<file path="src/rtl/counter_bcd.sv">
// rtl/counter_bcd.sv - edge-triggered BCD up/down counter with seven-segment decode
//
// Ports:
//   clk      sole clock, state updates on the rising edge
//   reset    asynchronous active-low reset
//   inc      +1 request, counted on each 0->1 transition
//   dec      -1 request, counted on each 0->1 transition
//   clear    synchronous level clear to zero, highest priority
//   value    registered BCD count, digit i at [4i+3:4i]
//   disp     active-low seven-segment per digit, digit i at [7i+6:7i], bits g..a
//   at_max   value equals MAX_COUNT
//   at_zero  value equals zero
//   limit    one-cycle registered pulse when a step wraps or is blocked

module counter_bcd #(
  parameter int DIGITS    = 2,
  parameter int MAX_COUNT = 99,
  parameter int WRAP      = 0,
  parameter int BLANK_LZ  = 1
) (
  input  logic                  clk,
  input  logic                  reset,
  input  logic                  inc,
  input  logic                  dec,
  input  logic                  clear,
  output logic [4*DIGITS-1:0]   value,
  output logic [7*DIGITS-1:0]   disp,
  output logic                  at_max,
  output logic                  at_zero,
  output logic                  limit
);

  generate
    if (DIGITS < 1 || DIGITS > 4) begin : g_bad_digits
      $error("counter_bcd: DIGITS must be 1..4");
    end
    if (MAX_COUNT < 1 || MAX_COUNT > (10 ** DIGITS) - 1) begin : g_bad_max
      $error("counter_bcd: MAX_COUNT must be 1..10^DIGITS-1");
    end
    if (WRAP != 0 && WRAP != 1) begin : g_bad_wrap
      $error("counter_bcd: WRAP must be 0 or 1");
    end
    if (BLANK_LZ != 0 && BLANK_LZ != 1) begin : g_bad_blank
      $error("counter_bcd: BLANK_LZ must be 0 or 1");
    end
  endgenerate

  // Binary parameter converted to its BCD pattern once, at elaboration.
  function automatic logic [4*DIGITS-1:0] to_bcd(input int n);
    logic [4*DIGITS-1:0] r;
    int v;
    r = '0;
    v = n;
    for (int i = 0; i < DIGITS; i++) begin
      r[4*i +: 4] = 4'(v % 10);
      v = v / 10;
    end
    return r;
  endfunction

  function automatic logic [6:0] seg7(input logic [3:0] d);
    case (d)
      4'd0:    seg7 = 7'b1000000;
      4'd1:    seg7 = 7'b1111001;
      4'd2:    seg7 = 7'b0100100;
      4'd3:    seg7 = 7'b0110000;
      4'd4:    seg7 = 7'b0011001;
      4'd5:    seg7 = 7'b0010010;
      4'd6:    seg7 = 7'b0000010;
      4'd7:    seg7 = 7'b1111000;
      4'd8:    seg7 = 7'b0000000;
      4'd9:    seg7 = 7'b0010000;
      default: seg7 = 7'b1111111;
    endcase
  endfunction

  localparam logic [4*DIGITS-1:0] MAX_BCD = to_bcd(MAX_COUNT);

  logic                inc_q;
  logic                dec_q;
  logic                inc_ev;
  logic                dec_ev;
  logic [4*DIGITS-1:0] value_inc;
  logic [4*DIGITS-1:0] value_dec;
  logic                carry;
  logic                borrow;
  logic                upper_zero;

  assign inc_ev = inc & ~inc_q;
  assign dec_ev = dec & ~dec_q;

  // Ripple the decimal carry/borrow digit by digit so every stored digit stays 0..9.
  always_comb begin
    value_inc = value;
    value_dec = value;
    carry     = 1'b1;
    borrow    = 1'b1;
    for (int i = 0; i < DIGITS; i++) begin
      if (carry) begin
        if (value[4*i +: 4] == 4'd9) begin
          value_inc[4*i +: 4] = 4'd0;
        end else begin
          value_inc[4*i +: 4] = value[4*i +: 4] + 4'd1;
          carry = 1'b0;
        end
      end
      if (borrow) begin
        if (value[4*i +: 4] == 4'd0) begin
          value_dec[4*i +: 4] = 4'd9;
        end else begin
          value_dec[4*i +: 4] = value[4*i +: 4] - 4'd1;
          borrow = 1'b0;
        end
      end
    end
  end

  // inc_q/dec_q reset high so a request already asserted at release is not counted.
  always_ff @(posedge clk or negedge reset) begin
    if (!reset) begin
      value <= '0;
      limit <= 1'b0;
      inc_q <= 1'b1;
      dec_q <= 1'b1;
    end else begin
      inc_q <= inc;
      dec_q <= dec;
      limit <= 1'b0;
      if (clear) begin
        value <= '0;
      end else if (inc_ev && dec_ev) begin
        value <= value;
      end else if (inc_ev) begin
        if (value == MAX_BCD) begin
          limit <= 1'b1;
          if (WRAP != 0) value <= '0;
        end else begin
          value <= value_inc;
        end
      end else if (dec_ev) begin
        if (value == '0) begin
          limit <= 1'b1;
          if (WRAP != 0) value <= MAX_BCD;
        end else begin
          value <= value_dec;
        end
      end
    end
  end

  assign at_max  = (value == MAX_BCD);
  assign at_zero = (value == '0);

  // Walk from the top digit down; a digit above 0 is blanked while it and
  // everything above it are zero. Digit 0 is always shown.
  always_comb begin
    disp       = '1;
    upper_zero = 1'b1;
    for (int i = DIGITS - 1; i >= 0; i--) begin
      upper_zero = upper_zero & (value[4*i +: 4] == 4'd0);
      if (BLANK_LZ != 0 && i > 0 && upper_zero) begin
        disp[7*i +: 7] = 7'b1111111;
      end else begin
        disp[7*i +: 7] = seg7(value[4*i +: 4]);
      end
    end
  end

endmodule
</file>
<file path="config.mk">
export PLATFORM = sky130hd
export DESIGN_NAME = counter_bcd
export DESIGN_NICKNAME = d
export VERILOG_FILES = /design/src/rtl/counter_bcd.sv
export SDC_FILE = /design/constraint.sdc
export NUM_CORES = 1
export LEC_CHECK = 0
export CORE_MARGIN = 4
export CORE_UTILIZATION = 48
export DETAILED_ROUTE_END_ITERATION = 10
export PLACE_DENSITY = 0.83
export SETUP_SLACK_MARGIN = 0.5
export SLEW_MARGIN = 20
export SYNTH_ARGS = -nofsm -noshare
export SYNTH_HDL_FRONTEND = slang
export SYNTH_SLANG_ARGS = --single-unit
</file>
<file path="constraint.sdc">
create_clock -name clk -period 2.6 [get_ports clk]
set_clock_uncertainty 0.2 [all_clocks]
set_input_delay 0.26 -clock clk [delete_from_list [all_inputs] [get_ports clk]]
set_output_delay 0.26 -clock clk [all_outputs]
set_load 0.005 [all_outputs]
</file>
==> metrics.cfg, run 1 <==
[run_status]
status = complete, no violations

[min_path]
min_path_type = input pin to async pin

[critical_path]
cp-start-kind = register
cp-startpoint = value[4]$_DFFE_PN0P_
cp.required_ps = 2600
r2r_cells = 9
worst-path-buf-inv = 3
reg2reg_to = value[5]$_DFFE_PN0P_
crit_family = compound AO/OA/AOI/OAI gates
path_class = register to register
path_max_fanout = 4
crit_top_cell = buf_6
arrival_ps = 2370
path_cells = inv_4, ha_4, nor3b_4, buf_6, a211o_4, a221oi_4, buf_6, nor2_1, a211oi_1
worst-path-stages = 9
endpoint_kind = register
cp_slowest_cell = dfrtp_2
crit_path_max_incr_delay_ps = 430
endpoint = value[5]$_DFFE_PN0P_
rrSetupSlack_ps = 230
r2r_start = value[4]$_DFFE_PN0P_

[floorplan]
rows = 17
dieArea_sq_um = 3194
die_h_um = 56.52
io_pins = 30
die_w_um = 56.52
core_region_area_sq_um = 2233
floorplan.initialDensity_pct = 50.59

[drt]
drt-wirelength-per-cell_um = 27.47
drt_iter0_markers = 172
antenna_left = 0
route.vias.total = 1844
routed_via_density = 7.065
drc_errors = 0
first_pass_iters = 5
drt-total-wl_mm = 7.169

[flow_run]
maxCapViolCount = 0

[yosys]
ys_ff_latch = 11
syn_nets = 164
seq_area_frac_synth_pct = 24.58
yosysWarnings = 0
syn_inst = 148
synth_area_sq_um = 1130
avgSynthCellArea_sq_um = 7.634
synth_cell_types = 38

[placed_design]
place_congestion = 0.8255
dp_hpwl_mm = 2.337
placedCellCount = 204
port_buffers = 29

[finish]
fillerInstances = 36
drive_gt1_share_pct = 54.08
final_util_pct = 97.48
multi_input_area_sq_um = 1059
instances_no_fill = 261
n_antenna_cell = 0
nets = 250
area_growth_pct = 92.69
ff_latch_area_sq_um = 286.5

[sta]
hold_violations = 0
setup_tns_ps = 0
finalCritPeriodShare_pct = 91.26
whs_ps = 127.6
fin_crit_ps = 2373
fmax_ghz = 0.4215
setup_violations = 0
final_max_slew_viol_count = 0
maxSlewHeadroom_pct = 61.75
tightest_slew_ps = 571.9
rsz0062_at_grt = true

[clock_network]
cts_tree = done
hold_buffers = 0
cts_buffers = 3
clk_latency_ps = 290
cts.clk_slew.worst_paths_ps = 90
cts_root_buffer = clkbuf_4
clkSinkCount = 11
htree_levels = 1
clockBufferDepth = 2

[power]
powerDensity_nw_per_um2 = 813.9
p_leak_nw = 0.9405
ir_drop_mv = 0.6613

[global_routing]
grt_pass1_wl_mm = 9.025
grt-ovfl-total = 0
antenna_found_initial = 0
grt.total_usage_pct = 36.79
grt_pass1_vias = 1703
grt_max_degree = 13

per-stage QoR:
stage	total power (W)	cell area, sq um	setup slack [ps]
after global routing	0.001824	2177	155.6
after detailed placement	0.001007	1491	181.0
after global placement	0.0009891	1491	272.1
final	0.001772	2177	227.3
after floorplan	0.0006526	1150	482.6
after CTS	0.001392	1968	283.3
repair_timing:
item,4_1_cts,5_1_grt
setup buffers,38,15
endpoints found under the setup margin,24,22
pin swaps,16,28
resized for setup,58,55
cell type report:
class | count | area share (%)
flip-flops and latches | 11 | 13.16
multi-input cells | 122 | 48.62
well taps | 28 | 1.609
clock buffers | 4 | 1.207
inverters | 8 | 1.839
repair buffers | 88 | 33.56
placed cells by master (no fill, tap or decap), types with 4 or more instances in the layout:
| cell type | n |
|---|---|
| buf_2 | 4 |
| nor2_2 | 4 |
| o21ai_0 | 4 |
| dlygate4sd2_1 | 4 |
| nand3_1 | 8 |
| ha_1 | 5 |
| nand2_1 | 7 |
| buf_6 | 10 |
| buf_4 | 47 |
| a31oi_1 | 4 |
| a21oi_1 | 10 |
| nor3_1 | 4 |
| ha_4 | 5 |
| clkdlybuf4s50_1 | 13 |
| clkbuf_2 | 8 |
| nor2_1 | 17 |
| dfrtp_2 | 7 |
how the worst min path moves through the flow:
stage / from / to / slack [ps]
final: reset / limit$_DFF_PN0_ / 130
after global routing: reset / limit$_DFF_PN0_ / 150
after CTS: reset / value[3]$_DFFE_PN0P_ / 130
after detailed placement: reset / value[3]$_DFFE_PN0P_ / 430
after global placement: reset / value[3]$_DFFE_PN0P_ / 410
after floorplan: reset / limit$_DFF_PN0_ / -240
power breakdown:
| group | switching, W | internal, W |
|---|---|---|
| clock network | 0.0000717 | 0.0000597 |
| logic | 0.000702 | 0.000691 |
| registers | 0.0000470 | 0.000200 |
| total | 0.000821 | 0.000951 |
cell usage after synthesis:
cell	count	share of area (%)
a22o_1	1	0.78
o31ai_1	2	1.3
nor4_1	1	0.55
or2_2	1	0.55
o21ai_0	6	2.7
nor3b_1	5	3.3
xnor2_1	2	1.6
buf_1	1	0.33
a32oi_1	1	0.78
o22a_1	3	2.3
dfstp_2	2	4.7
o2bb2ai_1	1	0.78
a211o_1	1	0.78
nor2b_1	3	1.7
o211ai_1	1	0.66
ha_1	11	12
a211oi_1	5	3.3
nor3_1	5	2.2
nand2_1	10	3.3
nand2b_1	3	1.7
nand3_1	8	3.5
a221oi_4	1	2.3
o41ai_1	1	0.78
a21boi_0	1	0.66
nand3b_1	2	1.3
inv_1	6	2.0
a21o_1	1	0.66
dfrtp_1	9	20
buf_2	2	0.89
and2_1	1	0.55
a31oi_1	5	2.8
xor2_1	1	0.78
a21oi_1	13	5.8
mux2i_1	3	2.7
a22oi_1	1	0.66
nor2_1	22	7.3
clkbuf_1	4	1.3
clkinv_1	2	0.66
registers in the layout (all words and copies together) (netlist names):
signal / flops
value: 8
dec_q: 1
inc_q: 1
limit: 1
per-layer routing:
metal / GRT usage, % / routed length [um] / part of all wire, %
met5: 0 / 0 / 0
met4: 21.69 / 770 / 11
met3: 5.747 / 959 / 13
met1: 46.12 / 2414 / 34
met2: 58.91 / 3025 / 42
cell families after synthesis:
logic type / count (synthesis) / share of synthesized area [%]
adder cells (fa/ha/maj): 11 / 12.18
XOR/XNOR: 3 / 2.326
AO/OA/AOI/OAI: 44 / 27.02
buffers and inverters: 15 / 5.204
multiplexers: 3 / 2.658
AND/OR/NAND/NOR: 61 / 26.03
flip-flops: 11 / 24.59
Note: power is estimated with default switching activity, not from simulation.
==> run 2: changes to the inputs <==
--- a/config.mk
+++ b/config.mk
@@ -5,12 +5,10 @@
 export SDC_FILE = /design/constraint.sdc
 export NUM_CORES = 1
 export LEC_CHECK = 0
-export CORE_MARGIN = 4
 export CORE_UTILIZATION = 48
 export DETAILED_ROUTE_END_ITERATION = 10
 export PLACE_DENSITY = 0.83
 export SETUP_SLACK_MARGIN = 0.5
-export SLEW_MARGIN = 20
 export SYNTH_ARGS = -nofsm -noshare
 export SYNTH_HDL_FRONTEND = slang
 export SYNTH_SLANG_ARGS = --single-unit
==> run 2 against run 1 <==
  * Cell area shrank 4.9%
  * Count of clock-buffer cells in the layout unchanged
  * Sequential power fell by 2%
  * Via count is 6.2% lower
  * Total power decreased by 8.5%
  * Utilization shrank 3.9 points
  * Global-route usage decreased by 0.56 points
  * Cell count fell by 2.3%
==> metrics.cfg, run 2 (same netlist as run 1, synthesis figures left out) <==
[floorplan]
dieArea_sq_um = 2552  ; -20%
rows = 17  ; unchanged
die_w_um = 50.52  ; -11%
floorplan.initialDensity_pct = 51.07  ; +0.49 points
io_pins = 30  ; unchanged
core_region_area_sq_um = 2212  ; -0.95%
die_h_um = 50.52  ; -11%

[drt]
m1WireLength_mm = 2.239  ; -7.2%
dr.max_layer_used = met4
route.vias.total = 1729  ; -6.2%
first_pass_iters = 5  ; unchanged
drc_errors = 0  ; unchanged
drt-total-wl_mm = 6.126  ; -15%
drt_iter0_markers = 112  ; -35%
antenna_left = 0  ; unchanged
routed_via_density = 6.780  ; -4.0%
wl_met3_um = 685  ; -29%
drt-wirelength-per-cell_um = 24.02  ; -13%
dr_wl_met2_mm = 2.757  ; -8.9%

[critical_path]
cp.required_ps = 2570  ; -30 ps
arrival_ps = 2370  ; about the same
reg2reg_to = value[4]$_DFFE_PN0P_
cp-start-kind = register
endpoint_kind = register
rrSetupSlack_ps = 200  ; -30 ps
path_max_fanout = 6  ; +2
r2r_start = value[0]$_DFFE_PN0P_
r2r_cells = 9  ; unchanged
path_class = register to register

[clock_network]
cts_root_buffer = clkbuf_4
cts_buffers = 3  ; unchanged
hold_buffers = 0  ; unchanged
cts_tree = done
cts.clk_slew.worst_paths_ps = 80  ; about the same
clkSinkCount = 11  ; unchanged
clockBufferDepth = 2  ; unchanged
htree_levels = 1  ; unchanged
clk_latency_ps = 290  ; about the same

[sta]
tightest_slew_ps = 522.9  ; -49.03 ps
finalCritPeriodShare_pct = 92.46  ; +1.2 points
fin_crit_ps = 2404  ; +31.35 ps
worst_slack_ps = 195.9  ; -31.35 ps
setup_violations = 0  ; unchanged
final_max_slew_viol_count = 0  ; unchanged
maxSlewHeadroom_pct = 65.03  ; +3.3 points
fmax_ghz = 0.4160  ; -1.3%
hold_violations = 0  ; unchanged
setup_tns_ps = 0  ; unchanged
rsz0062_at_grt = true

[placed_design]
place_congestion = 0.8810  ; +6.7%
dpl_worst_slack_ps = 168.7  ; -12.29 ps
dp_hpwl_mm = 2.249  ; -3.8%
port_buffers = 29  ; unchanged

[run_status]
status = complete, no violations

[power]
ir_drop_mv = 0.6877  ; +4.0%
powerDensity_nw_per_um2 = 783.4  ; -3.7%
p_leak_nw = 0.9052  ; -3.7%

[finish]
layout_commonest_cell = buf_4
largest-register = value
final_cell_mix = buf_4, nor2_1, clkdlybuf4s50_1
nets = 244  ; -2.4%
n_antenna_cell = 0  ; unchanged
largest_reg_flops = 8  ; unchanged
area_growth_pct = 83.17
drive_gt1_share_pct = 51.98  ; -2.1 points

[global_routing]
grt_max_degree = 13  ; unchanged
grt_pass1_wl_mm = 7.010  ; -22%
grt.total_usage_pct = 36.24  ; -0.56 points
grt_pass1_vias = 1401  ; -18%
grt-ovfl-total = 0  ; unchanged
antenna_found_initial = 0  ; unchanged

[min_path]
min_path_type = input pin to async pin

[flow_run]
maxCapViolCount = 0  ; unchanged

==> run 2: cell types whose count changed in the layout (fill, tap and decap cells not counted), moves of 2 or more <==
cell,change
buf_2,-2
buf_6,-2
buf_4,-2
ha_1,-2
a21oi_1,-2
buf_12,-2
ha_4,+2
a21oi_2,+2
==> run 2: worst max-delay path: stages (launching register included) <==
cell	delay (ps)
dfrtp_2	420
buf_6	120
ha_4	160
nand3b_1	150
buf_4	180
o211ai_1	420
a221oi_4	130
buf_6	160
xnor2_1	230
nor2_1	90
==> run 2: worst max-delay path by stage <==
stage	slack (ps)	startpoint	end	cells after the start
after floorplan	480	value[0]$_DFFE_PN0P_	value[7]$_DFFE_PN0P_	7
after global placement	280	inc	value[7]$_DFFE_PN0P_	7
after detailed placement	170	value[4]$_DFFE_PN0P_	at_zero	5
after CTS	320	value[1]$_DFFE_PN0P_	at_zero	5
after global routing	170	value[1]$_DFFE_PN0P_	value[1]$_DFFE_PN0P_	8
final	200	value[0]$_DFFE_PN0P_	value[4]$_DFFE_PN0P_	9
==> run 2: power breakdown <==
group / leakage (nW) / internal (W) / switching (W) / total [W]
clock network: 0.0150 / 0.0000598 / 0.0000675 / 0.000127
registers: 0.131 / 0.000201 / 0.0000414 / 0.000242
logic: 0.760 / 0.000624 / 0.000628 / 0.00125
total: 0.905 / 0.000885 / 0.000736 / 0.00162
==> run 2: cell type report <==
cell class                      instances  area, sq um
Sequential cell                        11        287.8
Fill cell                              71        142.6
Multi-Input combinational cell        122         1013
Timing Repair Buffer                   82        664.4
Clock buffer                            4        26.28
Inverter                                8        42.54
Tap cell                               28        35.03
==> run 2: metrics by stage <==
step	util [%]	hold slack (ps)	power [W]	std cells	cell area, sq um
after global routing	93.55	156.0	0.001656	255	2069
final	93.55	114.5	0.001621	255	2069
after global placement	67.42	392.8	0.0009875	204	1491
after CTS	85.24	135.0	0.001310	238	1886
after detailed placement	67.42	410.4	0.001006	204	1491
after floorplan	-	-235.6	0.0006526	148	1150
==> run 2: what timing repair did <==
item	4_1_cts	5_1_grt
gates cloned	0	0
resized for setup	61	41
setup buffers	30	17
setup endpoints to repair	24	21
pin swaps	16	17
==> run 2: metal layers <==
layer | global-route usage, % | vias to the layer above
met3 | 1.818 | 67
met4 | 10.19 | 0
met1 | 51.21 | 790
li1 | - | 696
met5 | 0 | -
met2 | 59.56 | 176
==> patch, RTL diff (settings of run 2) <==
The parameter `DIGITS` goes from 2 to 3.
--- a/src/rtl/counter_bcd.sv
+++ b/src/rtl/counter_bcd.sv
@@ -13,7 +13,7 @@
 //   limit    one-cycle registered pulse when a step wraps or is blocked
 
 module counter_bcd #(
-  parameter int DIGITS    = 2,
+  parameter int DIGITS    = 3,
   parameter int MAX_COUNT = 99,
   parameter int WRAP      = 0,
   parameter int BLANK_LZ  = 1
Interface: changed (resized disp and value); port bits go from 30 to 41. The function was not compared with the original's and may differ.
==> patch against run 2 <==
- wire length grew 20%
- non-clock buffer count up 24
- core utilization fell by 6.6 points
- power rose to 2.6 times the old value
- design area increased by 42%
- synthesized area is 53% higher
- sequential cell count up 4
- setup slack improved by 0.048 ns
- critical path type unchanged
- largest cell class unchanged
==> patch: results (changes against run 2) <==
[route]
first_iter_violations=338  ; +200%
drt-total-wl_um=7360  ; +20%
routed_via_density=6.34  ; -6.4%
post_drt_wl_per_cell_um=20.1  ; -16%
drt_first_pass_iters=5  ; unchanged

[global_route]
grt_start_max_net_pins=16  ; +3
grt_util_met3_pct=5.38  ; +3.6 points
antenna_found_initial=0  ; unchanged
track_usage_pct=31.0  ; -5.2 points
grt_pass1_wl_um=8710  ; +24%
grt_pass1_vias=1865  ; +33%
grt_use_met2_pct=52.4  ; -7.1 points
use_met1_pct=39.2  ; -12 points

[place]
dp_hpwl_um=3270  ; +45%
gp_congestion=0.911  ; +3.4%
dp.cells=306  ; +50%
port_buffers=40  ; +38%

[clock_tree]
cts-buffers-inserted=3  ; unchanged
h-tree-depth=1  ; unchanged
clockBufferDepth=2  ; unchanged

[yosys]
synth_cell_types=47  ; +24%
synth_area_leaders=dfrtp_1 19%, ha_1 12%, nor2_1 6.9%, a21oi_1 6.7%, o21ai_0 4.0%
synthCells=223  ; +51%
seq_area_frac_synth_pct=21.8  ; -2.7 points
yosys_warnings=0  ; unchanged
synthesis.nets=245  ; +49%
synth_common_cells=32 x nor2_1, 23 x a21oi_1, 17 x ha_1

[power_and_ir_drop]
vdd_drop_max_mv=0.770  ; +12%
leakage_nw=1.33  ; +47%

[finish]
final_nets=343  ; +41%
fillerInstances=157  ; +120%
antenna_cells=0  ; unchanged
largest_reg_flops=12  ; +4
drive_above_1_share_pct=46.9  ; -5.1 points

[status]
status=completed

[critical_path]
arrival_ns=2.33  ; -0.04 ns
crit_fanout=5  ; -1

[timing]
relSlewSlack_pct=51.9  ; -13 points

[patch: worst paths after layout]
kind / startpoint / endpoint / slack, ns / cells after the start
max: value[8] / value[11] / 0.24 / 9
min: reset / value[6] / 0.19 / 1
max reg2reg: value[8] / value[11] / 0.24 / 9
min reg2reg: value[5] / value[5] / 0.41 / 2
max in group asynchronous: reset / value[9] / 1.50 / 1
min in group clk: dec / dec_q / 0.21 / 1
[patch: area by class of cell]
| cell class | count | area, µm² | share of cell area, % |
|---|---|---|---|
| repair buffers | 106 | 893 | 30.3 |
| flip-flops and latches | 15 | 390 | 13.2 |
| inverters | 11 | 58.8 | 1.99 |
| well taps | 46 | 57.6 | 1.95 |
| multi-input cells | 184 | 1520 | 51.6 |
| clock buffers | 4 | 26.3 | 0.891 |
[patch: logic make-up after synthesis]
logic type | count (synthesis) | share of synthesized area [%]
compound gates | 71 | 27.8
xor+xnor | 7 | 3.54
fa+ha+maj | 17 | 12.3
buf+inv | 24 | 5.28
flops | 15 | 21.8
mux | 9 | 6.36
simple gates | 80 | 22.9
[patch: where the power goes]
| group | internal [mW] | total [mW] | switching, mW |
|---|---|---|---|
| Clock | 0.0597 | 0.136 | 0.0761 |
| Sequential | 0.326 | 0.472 | 0.146 |
| Combinational | 1.83 | 3.55 | 1.73 |
[patch: worst max-delay path, cell delays in order, from the launching register on]
cell and delay [ns]:
dfrtp_2 0.43, inv_4 0.07, ha_4 0.13, nor3b_4 0.18, buf_6 0.15, buf_6 0.11
nand2_4 0.05, a221o_1 0.41, o211ai_4 0.18, mux2_4 0.34
[patch: through the flow]
| step | util [%] | worst slack [ns] | hold slack (ns) | instance area (µm²) | total power [mW] |
|---|---|---|---|---|---|
| 2_1_floorplan | - | 0.405 | -0.236 | 1820 | 1.93 |
| 3_3_place_gp | 67.6 | 0.226 | 0.361 | 2290 | 2.96 |
| 3_5_place_dp | 67.6 | 0.177 | 0.365 | 2290 | 2.99 |
| 4_1_cts | 79.3 | 0.244 | 0.215 | 2690 | 3.45 |
| 5_1_grt | 87.0 | 0.121 | 0.215 | 2950 | 4.42 |
| 6_report | 87.0 | 0.244 | 0.193 | 2950 | 4.16 |
[patch: timing repair]
item                                    in CTS  in global routing
endpoints found under the setup margin      34                 35
setup buffers                               38                 18
pin swaps                                   17                 21
endpoints found under the hold margin        0                  0
resized for setup                           80                 60
[patch: routing by layer]
metal  up-vias  share of wire [%]
met5         -                  0
met4         0                4.2
met3        38                8.7
met2       187                 49
li1        996                  -
met1      1101                 38
